### config.mk
export PLATFORM = sky130hd
export DESIGN_NAME = branch_resolve_unit
export DESIGN_NICKNAME = d
export VERILOG_FILES = /design/src/rtl/branch_resolve_unit.sv
export SDC_FILE = /design/constraint.sdc
export NUM_CORES = 1
export LEC_CHECK = 0
export BUFFER_PORTS_ARGS = -buffer_cell sky130_fd_sc_hd__buf_2
export CELL_PAD_IN_SITES_DETAIL_PLACEMENT = 0
export CELL_PAD_IN_SITES_GLOBAL_PLACEMENT = 1
export CORE_MARGIN = 2
export CORE_UTILIZATION = 41
export CTS_BUF_LIST = sky130_fd_sc_hd__clkbuf_16
export DETAILED_ROUTE_END_ITERATION = 16
export PLACE_DENSITY_LB_ADDON = 0.05
export SETUP_SLACK_MARGIN = 0.1
export SYNTH_ARGS = -nofsm -noshare
export SYNTH_HDL_FRONTEND = slang
export SYNTH_SLANG_ARGS = --single-unit
### constraint.sdc
create_clock -name i_clk -period 1.7 [get_ports i_clk]
set_input_delay 0.085 -clock i_clk [delete_from_list [all_inputs] [get_ports i_clk]]
set_output_delay 0.085 -clock i_clk [all_outputs]
set_load 0.02 [all_outputs]
### src/rtl/branch_resolve_unit.sv
// Carries decode-stage branch predictions to MEM, resolves them against the actual
// outcome, and issues a registered flush plus corrected fetch address on a mispredict.
module branch_resolve_unit #(
  parameter int CNT_W = 16
) (
  input  logic             i_clk,
  input  logic             i_rst_n,
  input  logic             i_stall,
  input  logic             i_id_branch,
  input  logic [31:0]      i_id_pc,
  input  logic             i_id_prediction,
  input  logic [29:0]      i_id_target,
  input  logic             i_mem_branch,
  input  logic             i_mem_taken,
  input  logic             i_cnt_clr,
  output logic             o_flush,
  output logic [31:0]      o_recover_pc,
  output logic [CNT_W-1:0] o_branch_cnt,
  output logic [CNT_W-1:0] o_mispred_cnt,
  output logic             o_orphan_err
);

  logic             r_ex_valid, r_ex_pred;
  logic [31:0]      r_ex_tgt, r_ex_fall;
  logic             r_mem_valid, r_mem_pred;
  logic [31:0]      r_mem_tgt, r_mem_fall;
  logic             r_flush;
  logic [31:0]      r_recover_pc;
  logic [CNT_W-1:0] r_branch_cnt, r_mispred_cnt;
  logic             r_orphan_err;

  logic             w_resolve;
  logic             w_mis;
  logic             w_orphan;
  logic [CNT_W-1:0] w_cnt_max;

  assign w_resolve = !i_stall && i_mem_branch && r_mem_valid;
  assign w_mis     = w_resolve && (r_mem_pred != i_mem_taken);
  assign w_orphan  = !i_stall && i_mem_branch && !r_mem_valid;
  assign w_cnt_max = '1;

  // A mispredict squashes both the EX entry and the incoming decode branch (wrong path).
  always_ff @(posedge i_clk or negedge i_rst_n) begin
    if (!i_rst_n) begin
      r_ex_valid  <= 1'b0;
      r_ex_pred   <= 1'b0;
      r_ex_tgt    <= 32'd0;
      r_ex_fall   <= 32'd0;
      r_mem_valid <= 1'b0;
      r_mem_pred  <= 1'b0;
      r_mem_tgt   <= 32'd0;
      r_mem_fall  <= 32'd0;
    end else if (!i_stall) begin
      r_mem_valid <= r_ex_valid && !w_mis;
      r_mem_pred  <= r_ex_pred;
      r_mem_tgt   <= r_ex_tgt;
      r_mem_fall  <= r_ex_fall;
      r_ex_valid  <= i_id_branch && !w_mis;
      r_ex_pred   <= i_id_prediction;
      r_ex_tgt    <= {i_id_target, 2'b00};
      r_ex_fall   <= i_id_pc + 32'd4;
    end
  end

  always_ff @(posedge i_clk or negedge i_rst_n) begin
    if (!i_rst_n) begin
      r_flush      <= 1'b0;
      r_recover_pc <= 32'd0;
      r_orphan_err <= 1'b0;
    end else begin
      r_flush <= w_mis;
      if (w_mis)
        r_recover_pc <= i_mem_taken ? r_mem_tgt : r_mem_fall;
      if (w_orphan)
        r_orphan_err <= 1'b1;
    end
  end

  // Counters saturate rather than wrap; clear wins over a same-edge increment.
  always_ff @(posedge i_clk or negedge i_rst_n) begin
    if (!i_rst_n) begin
      r_branch_cnt  <= '0;
      r_mispred_cnt <= '0;
    end else if (!i_stall) begin
      if (i_cnt_clr) begin
        r_branch_cnt  <= '0;
        r_mispred_cnt <= '0;
      end else begin
        if (w_resolve && r_branch_cnt != w_cnt_max)
          r_branch_cnt <= r_branch_cnt + CNT_W'(1);
        if (w_mis && r_mispred_cnt != w_cnt_max)
          r_mispred_cnt <= r_mispred_cnt + CNT_W'(1);
      end
    end
  end

  assign o_flush       = r_flush;
  assign o_recover_pc  = r_recover_pc;
  assign o_branch_cnt  = r_branch_cnt;
  assign o_mispred_cnt = r_mispred_cnt;
  assign o_orphan_err  = r_orphan_err;

endmodule

==> results of run 1 <==
what timing repair did:
item / CTS / global route
hold buffers: 55 / 0
hold endpoints to repair: 248 / 0
buffers inserted: 2 / 11
setup endpoints to repair: 17 / 55
pin swaps: 6 / 28
gates resized for setup: 13 / 44
area by class of cell:
class / instances / share of cell area
multi-input cells: 521 / 0.341
clock buffers: 17 / 0.0368
flip-flops and latches: 194 / 0.423
repair buffers: 252 / 0.155
clock inverters: 14 / 0.0107
inverters: 11 / 0.00357
well taps: 275 / 0.0298
cells by family after synthesis:
group / after synthesis
fa+ha+maj: 3
buf+inv: 50
mux: 135
xor+xnor: 49
simple gates: 215
flops: 194
compound gates: 119
path summary, 6_finish.rpt:
path / start / endpoint / slack (ns) / cells past startpoint
hold / removal: i_id_pc[6] / r_ex_fall[6] / 0.01 / 3
min in group asynchronous: i_rst_n / o_branch_cnt[5] / 0.12 / 2
hold reg to reg: o_orphan_err / o_orphan_err / 0.47 / 1
max in group asynchronous: i_rst_n / r_ex_fall[24] / 0.90 / 3
setup / recovery: o_mispred_cnt[7] / o_mispred_cnt[3] / 0.09 / 5
setup reg to reg: o_mispred_cnt[7] / o_mispred_cnt[3] / 0.09 / 5
synthesized netlist by cell type (all sizes together) (2+ instances only):
master,instances
inv,11
xnor2,21
nor2b,4
a31oi,7
o22ai,3
mux2,99
dfrtp,194
nand4,16
nor2,14
xor2,28
nand3,28
a311o,2
nor4,4
o211ai,5
a211oi,4
and4,3
or3,2
o22a,2
clkbuf,27
nand2,108
and2,5
or2,3
o21ai,91
ha,3
and3,12
a2111oi,2
buf,12
mux2i,36
nand4b,4
nor3,7
worst max-delay path: cells and delay by family (launching register included):
family | cells | cell delay, ns
multiplexers | 1 | 0.21
AND/OR/NAND/NOR | 2 | 0.61
flip-flops | 1 | 0.38
AO/OA/AOI/OAI | 2 | 0.29
metal layers:
metal,vias up,part of all wire,global-route usage
li1,3164,-,-
met1,3239,0.47,0.264
met2,125,0.47,0.313
met3,20,0.040,0.0354
met4,0,0.012,0.0495
met5,-,0,0
flip-flops by register name (all words and copies together), names as in the netlist, 16 cells and up:
register       count
o_mispred_cnt     16
r_mem_tgt         30
r_mem_fall        32
o_branch_cnt      16
r_ex_tgt          30
r_ex_fall         32
o_recover_pc      32
per-stage QoR:
step / hold WS, ns / utilization
final: 0.0101 / 0.551
after global routing: 0.0286 / 0.551
after CTS: 0.000126 / 0.538
after detailed placement: 0.0176 / 0.482
after global placement: 0.0186 / 0.482
after floorplan: -0.211 / -
report_power, final:
group	leakage [nW]	internal (W)	total [W]	switching, W
registers	2.35	0.00537	0.00578	0.000417
logic	2.57	0.00110	0.00252	0.00142
clock network	0.262	0.00192	0.00381	0.00189
total	5.18	0.00839	0.0121	0.00372
==> metrics, run 1 <==
residual DRC count=0; Area Overhead vs Synth=32.7%; Worst IR Drop VDD=about 0.57 mV; initial antenna violation count=0; clock latency on the worst-skew pair=0.44 ns; routed vias=between 6000 and 7000; synthesis warning total=0; post-route design area=approximately 0.012 sq mm; clock slew seen by the registers of the worst setup and hold paths=0.07 ns; fillers=1858; CTS tree=yes; clk root buf=clkbuf_16; relative slew slack=0.575; Setup Skew=0.0100 ns; hpwl dp=13800 um; Post-Synth Simple-Gate Area=0.121; Placed Area=0.0101 sq mm; Final #Nets=1070; Initial Util=0.415; post-placement cell count=roughly 1200; Largest stage delay, worst path=0.46 ns; most common cell after layout, fill and taps aside=dfrtp_1; 1st-iter DRT viols=289; Die Height=approximately 150 um; commonest non-fill, non-tap cells in the layout=dfrtp_1 (170), buf_2 (133), nand2_1 (106), mux2_2 (99), dlygate4sd3_1 (55); gpl congestion=0.853; Syn Nets=838; first-pass GRT wire length=~34000 um; vias in the first global route=6579; Worst EP required=2.00 ns; part of the cycle the worst path needs=0.950; Final setup viols=0; Synth Area in XOR/XNOR=0.0493; cell taking the most area after synthesis=dfrtp_1; Crit. End Element=flip-flop; gr usage total=0.192; total CTS buffers=17; final worst slack=approximately 0.085 ns; Most used DFF post-synth=dfrtp_1; Reg area=0.00488 sq mm; hold crit path type=primary input to flip-flop; Max Slew Vio Count=0; routed len/inst=about 16 um; flops & latches, synth=194; chip width=150 um; CP startpoint kind=flip-flop; run status=finished, final reports clean; Synth Area in Compound Gates=0.0762; RSZ-0062 raised after global routing=yes; setup TNS=0 ns; clk sink count=194; Final ANT Viol Nets=0; synthesized-area fraction occupied by adder cells=0.00431; synthesized netlist cell count=765; post-route minimum period=1.61 ns; Cell Area, Synth=0.00871 sq mm; Hold Violations, Final=0; Max Cap Viol=0; Slew @ Worst Pin=0.638 ns; drt first pass iters=4; n_diodes=0; Synth cell types=46; post-synthesis mux area share=0.169; num rows=53; Worst Path Arrival=around 1.9 ns; Multi-input gate area=approximately 0.0039 sq mm; critical-path cell list=nand4_1, or3_4, o211ai_1, mux2i_1, o21ai_1; largest family of logic cells by synthesized area=multiplexers; Pwr Density=~1000 mW/mm^2; die area=0.0224 sq mm; crit-path max FO=5; ys async rst share=1.00; IO Pins=136; Vias/cell=5.10; largest net degree at the start of global routing=122; Post-Route WL=20700 um; setup slack at placement=0.0267 ns; H-tree Lvls=4; Max Clock Freq=619 MHz; IO Port Bufs=around 140; slowest CP cell=or3_4; Yosys top cell area share=0.558; fraction of layout cells with a size suffix above 1=0.395; Non-Filler Instances=1284; Mean Syn Cell Area=11.4 sq um; Seq/Total Area, Yosys=0.558; Design Power=0.0121 W; Longest Clk Path Bufs=2; core area=around 0.021 sq mm; EDFF count, synth=0; Crit Path Class=flip-flop to flip-flop; total gr overflow=0; synth top area cells=dfrtp_1 (56%), mux2_2 (13%), nand2_1 (4.7%), mux2i_1 (4.1%), o21ai_1 (2.8%); Pleak=roughly 5.2 nW
Note: power is estimated with default switching activity, not from simulation.
==> inputs of run 2 (changes only) <==
PLACE_DENSITY_LB_ADDON = 0.12   (was 0.05)
SETUP_SLACK_MARGIN = 0.15   (was 0.1)
==> run 2 against run 1 <==
  * Cell count decreased by 0.31%
  * Clock power about the same
  * Count of clock-buffer cells in the layout unchanged
  * Wire length decreased by 1.5%
  * Total power about the same
  * Sequential cell count unchanged
  * Maximum frequency decreased by 0.60%
  * Critical path depth increased by 2
  * Sequential power about the same
  * Non-clock buffer count decreased by 4
  * Sequential share of layout area decreased by 0.057 points
  * Critical path type unchanged
==> metrics, run 2 (synthesis results as in run 1) <==
Longest Clk Path Bufs=2 (unchanged); crit-path max FO=8 (+3); core area=0.0210 sq mm (unchanged); H-tree Lvls=4 (unchanged); Vias/cell=5.08 (-0.39%); Hold Violations, Final=0 (unchanged); CP startpoint kind=flip-flop; clk root buf=clkbuf_16; num rows=53 (unchanged); clock latency on the worst-skew pair=0.43 ns (about the same); 1st-iter DRT viols=236 (-18%); Worst Path Arrival=1.91 ns (about the same); Worst EP required=1.99 ns (about the same); residual DRC count=0 (unchanged); RSZ-0062 raised after global routing=yes; run status=finished, final reports clean; Area Overhead vs Synth=32.8%; fraction of layout cells with a size suffix above 1=0.393 (-0.00241); chip width=150 um (unchanged); grt met2 use=0.320 (+0.00665); Pleak=5.22 nW (+0.76%); most common cell after layout, fill and taps aside=dfrtp_1; Max Clock Freq=616 MHz (-0.60%); Crit Path Class=flip-flop to flip-flop; Final ANT Viol Nets=0 (unchanged); largest net degree at the start of global routing=110 (-9.8%); IO Port Bufs=135 (unchanged); clk sink count=194 (unchanged); drt first pass iters=4 (unchanged); part of the cycle the worst path needs=0.956 (+0.00572); Slew @ Worst Pin=0.727 ns (+0.0895 ns); routed vias=6502 (-0.70%); hpwl dp=13700 um (-0.44%); post-route minimum period=1.62 ns (+0.00972 ns); vias in the first global route=6673 (+1.4%); Final setup viols=0 (unchanged); total CTS buffers=17 (unchanged); first-pass GRT wire length=33700 um (+0.12%); met1 Usage GRT=0.253 (-0.0109); met3 Usage GRT=0.0375 (+0.00213); n_diodes=0 (unchanged); post-layout util=0.552 (+0.000597); IO Pins=136 (unchanged); die area=0.0224 sq mm (unchanged); Worst IR Drop VDD=0.618 mV (+7.7%); Crit. End Element=flip-flop; GRT Max-Usage Layer=met2; Final #Nets=1066 (-0.37%); Die Height=150 um (unchanged); gr usage total=0.189 (-0.00218); Max Slew Vio Count=0 (unchanged); commonest non-fill, non-tap cells in the layout=dfrtp_1 (171), buf_2 (132), nand2_1 (106), mux2_2 (99), dlygate4sd3_1 (56); total gr overflow=0 (unchanged); Max Cap Viol=0 (unchanged); initial antenna violation count=0 (unchanged); CTS tree=yes; Setup Skew=0.0123 ns (+0.00230 ns); hold_ws=0.0188 ns (+0.00866 ns); routed len/inst=15.9 um (-1.1%); Pwr Density=1050 mW/mm^2 (-0.12%); hold crit path type=primary input to flip-flop; Initial Util=0.415 (unchanged); gpl congestion=0.816 (-4.4%); Post-Route WL=20400 um (-1.5%); relative slew slack=0.515 (-0.0597); clock slew seen by the registers of the worst setup and hold paths=0.07 ns (about the same)
run 2: changes by cell type in the layout (fill, tap and decap cells not counted), sizes merged:
cell	previous run	this run
dlygate4sd3	55	56
inv	18	19
buf	196	191
clkinvlp	3	2
run 2: worst paths after layout:
path	from	endpoint	slack, ns	cells past startpoint
min reg2reg	o_recover_pc[30]	o_recover_pc[30]	0.47	2
max in group asynchronous	i_rst_n	r_mem_tgt[10]	0.88	3
max	r_mem_pred	o_mispred_cnt[9]	0.08	7
min	i_id_pc[10]	r_ex_fall[10]	0.02	3
min in group asynchronous	i_rst_n	o_branch_cnt[9]	0.10	2
max reg2reg	r_mem_pred	o_mispred_cnt[9]	0.08	7
run 2: final cells by class:
type | count | area [sq um]
fill | 1894 | 9390
timing repair buffer | 248 | 1760
tap | 275 | 344
clock buffer | 17 | 425
sequential | 194 | 4880
clock inverter | 14 | 120
multi-input combinational | 521 | 3990
inverter | 11 | 41.3
run 2: metal layers:
| metal | vias up | share of wire |
|---|---|---|
| li1 | 3143 | - |
| met1 | 3219 | 0.46 |
| met2 | 127 | 0.49 |
| met3 | 13 | 0.039 |
| met4 | 0 | 0.0074 |
| met5 | - | 0 |
run 2: repair_timing:
action	4_1_cts	5_1_grt
endpoints found under the setup margin	23	43
gates resized for setup	20	33
hold buffers	56	0
endpoints found under the hold margin	249	0
buffers inserted	4	4
pin swaps	8	31
cloned	0	0
run 2: per-stage QoR:
stage	std cells	TNS [ns]	cell area (sq um)	total power [W]	worst slack (ns)
floorplan	765	0	8790	0.00722	0.0741
global placement	1185	0	10100	0.00817	0.0531
detailed placement	1185	0	10100	0.00825	0.0335
CTS	1276	0	11400	0.0123	0.0510
global route	1280	-0.0145	11600	0.0128	-0.00760
finish	1280	0	11600	0.0121	0.0756
run 2: power by group:
| part | switching [W] | internal, W | leakage, nW |
|---|---|---|---|
| combinational | 0.00142 | 0.00110 | 2.60 |
| sequential | 0.000425 | 0.00537 | 2.35 |
| clock | 0.00187 | 0.00192 | 0.267 |
| total | 0.00371 | 0.00839 | 5.22 |
run 2: critical path, stage by stage, from the launching register on:
cell and delay (ns):
dfrtp_1 0.44, buf_6 0.16, xnor2_4 0.12, nor3_2 0.17
buf_4 0.19, nand4_1 0.16, mux2i_1 0.19, o21ai_1 0.07
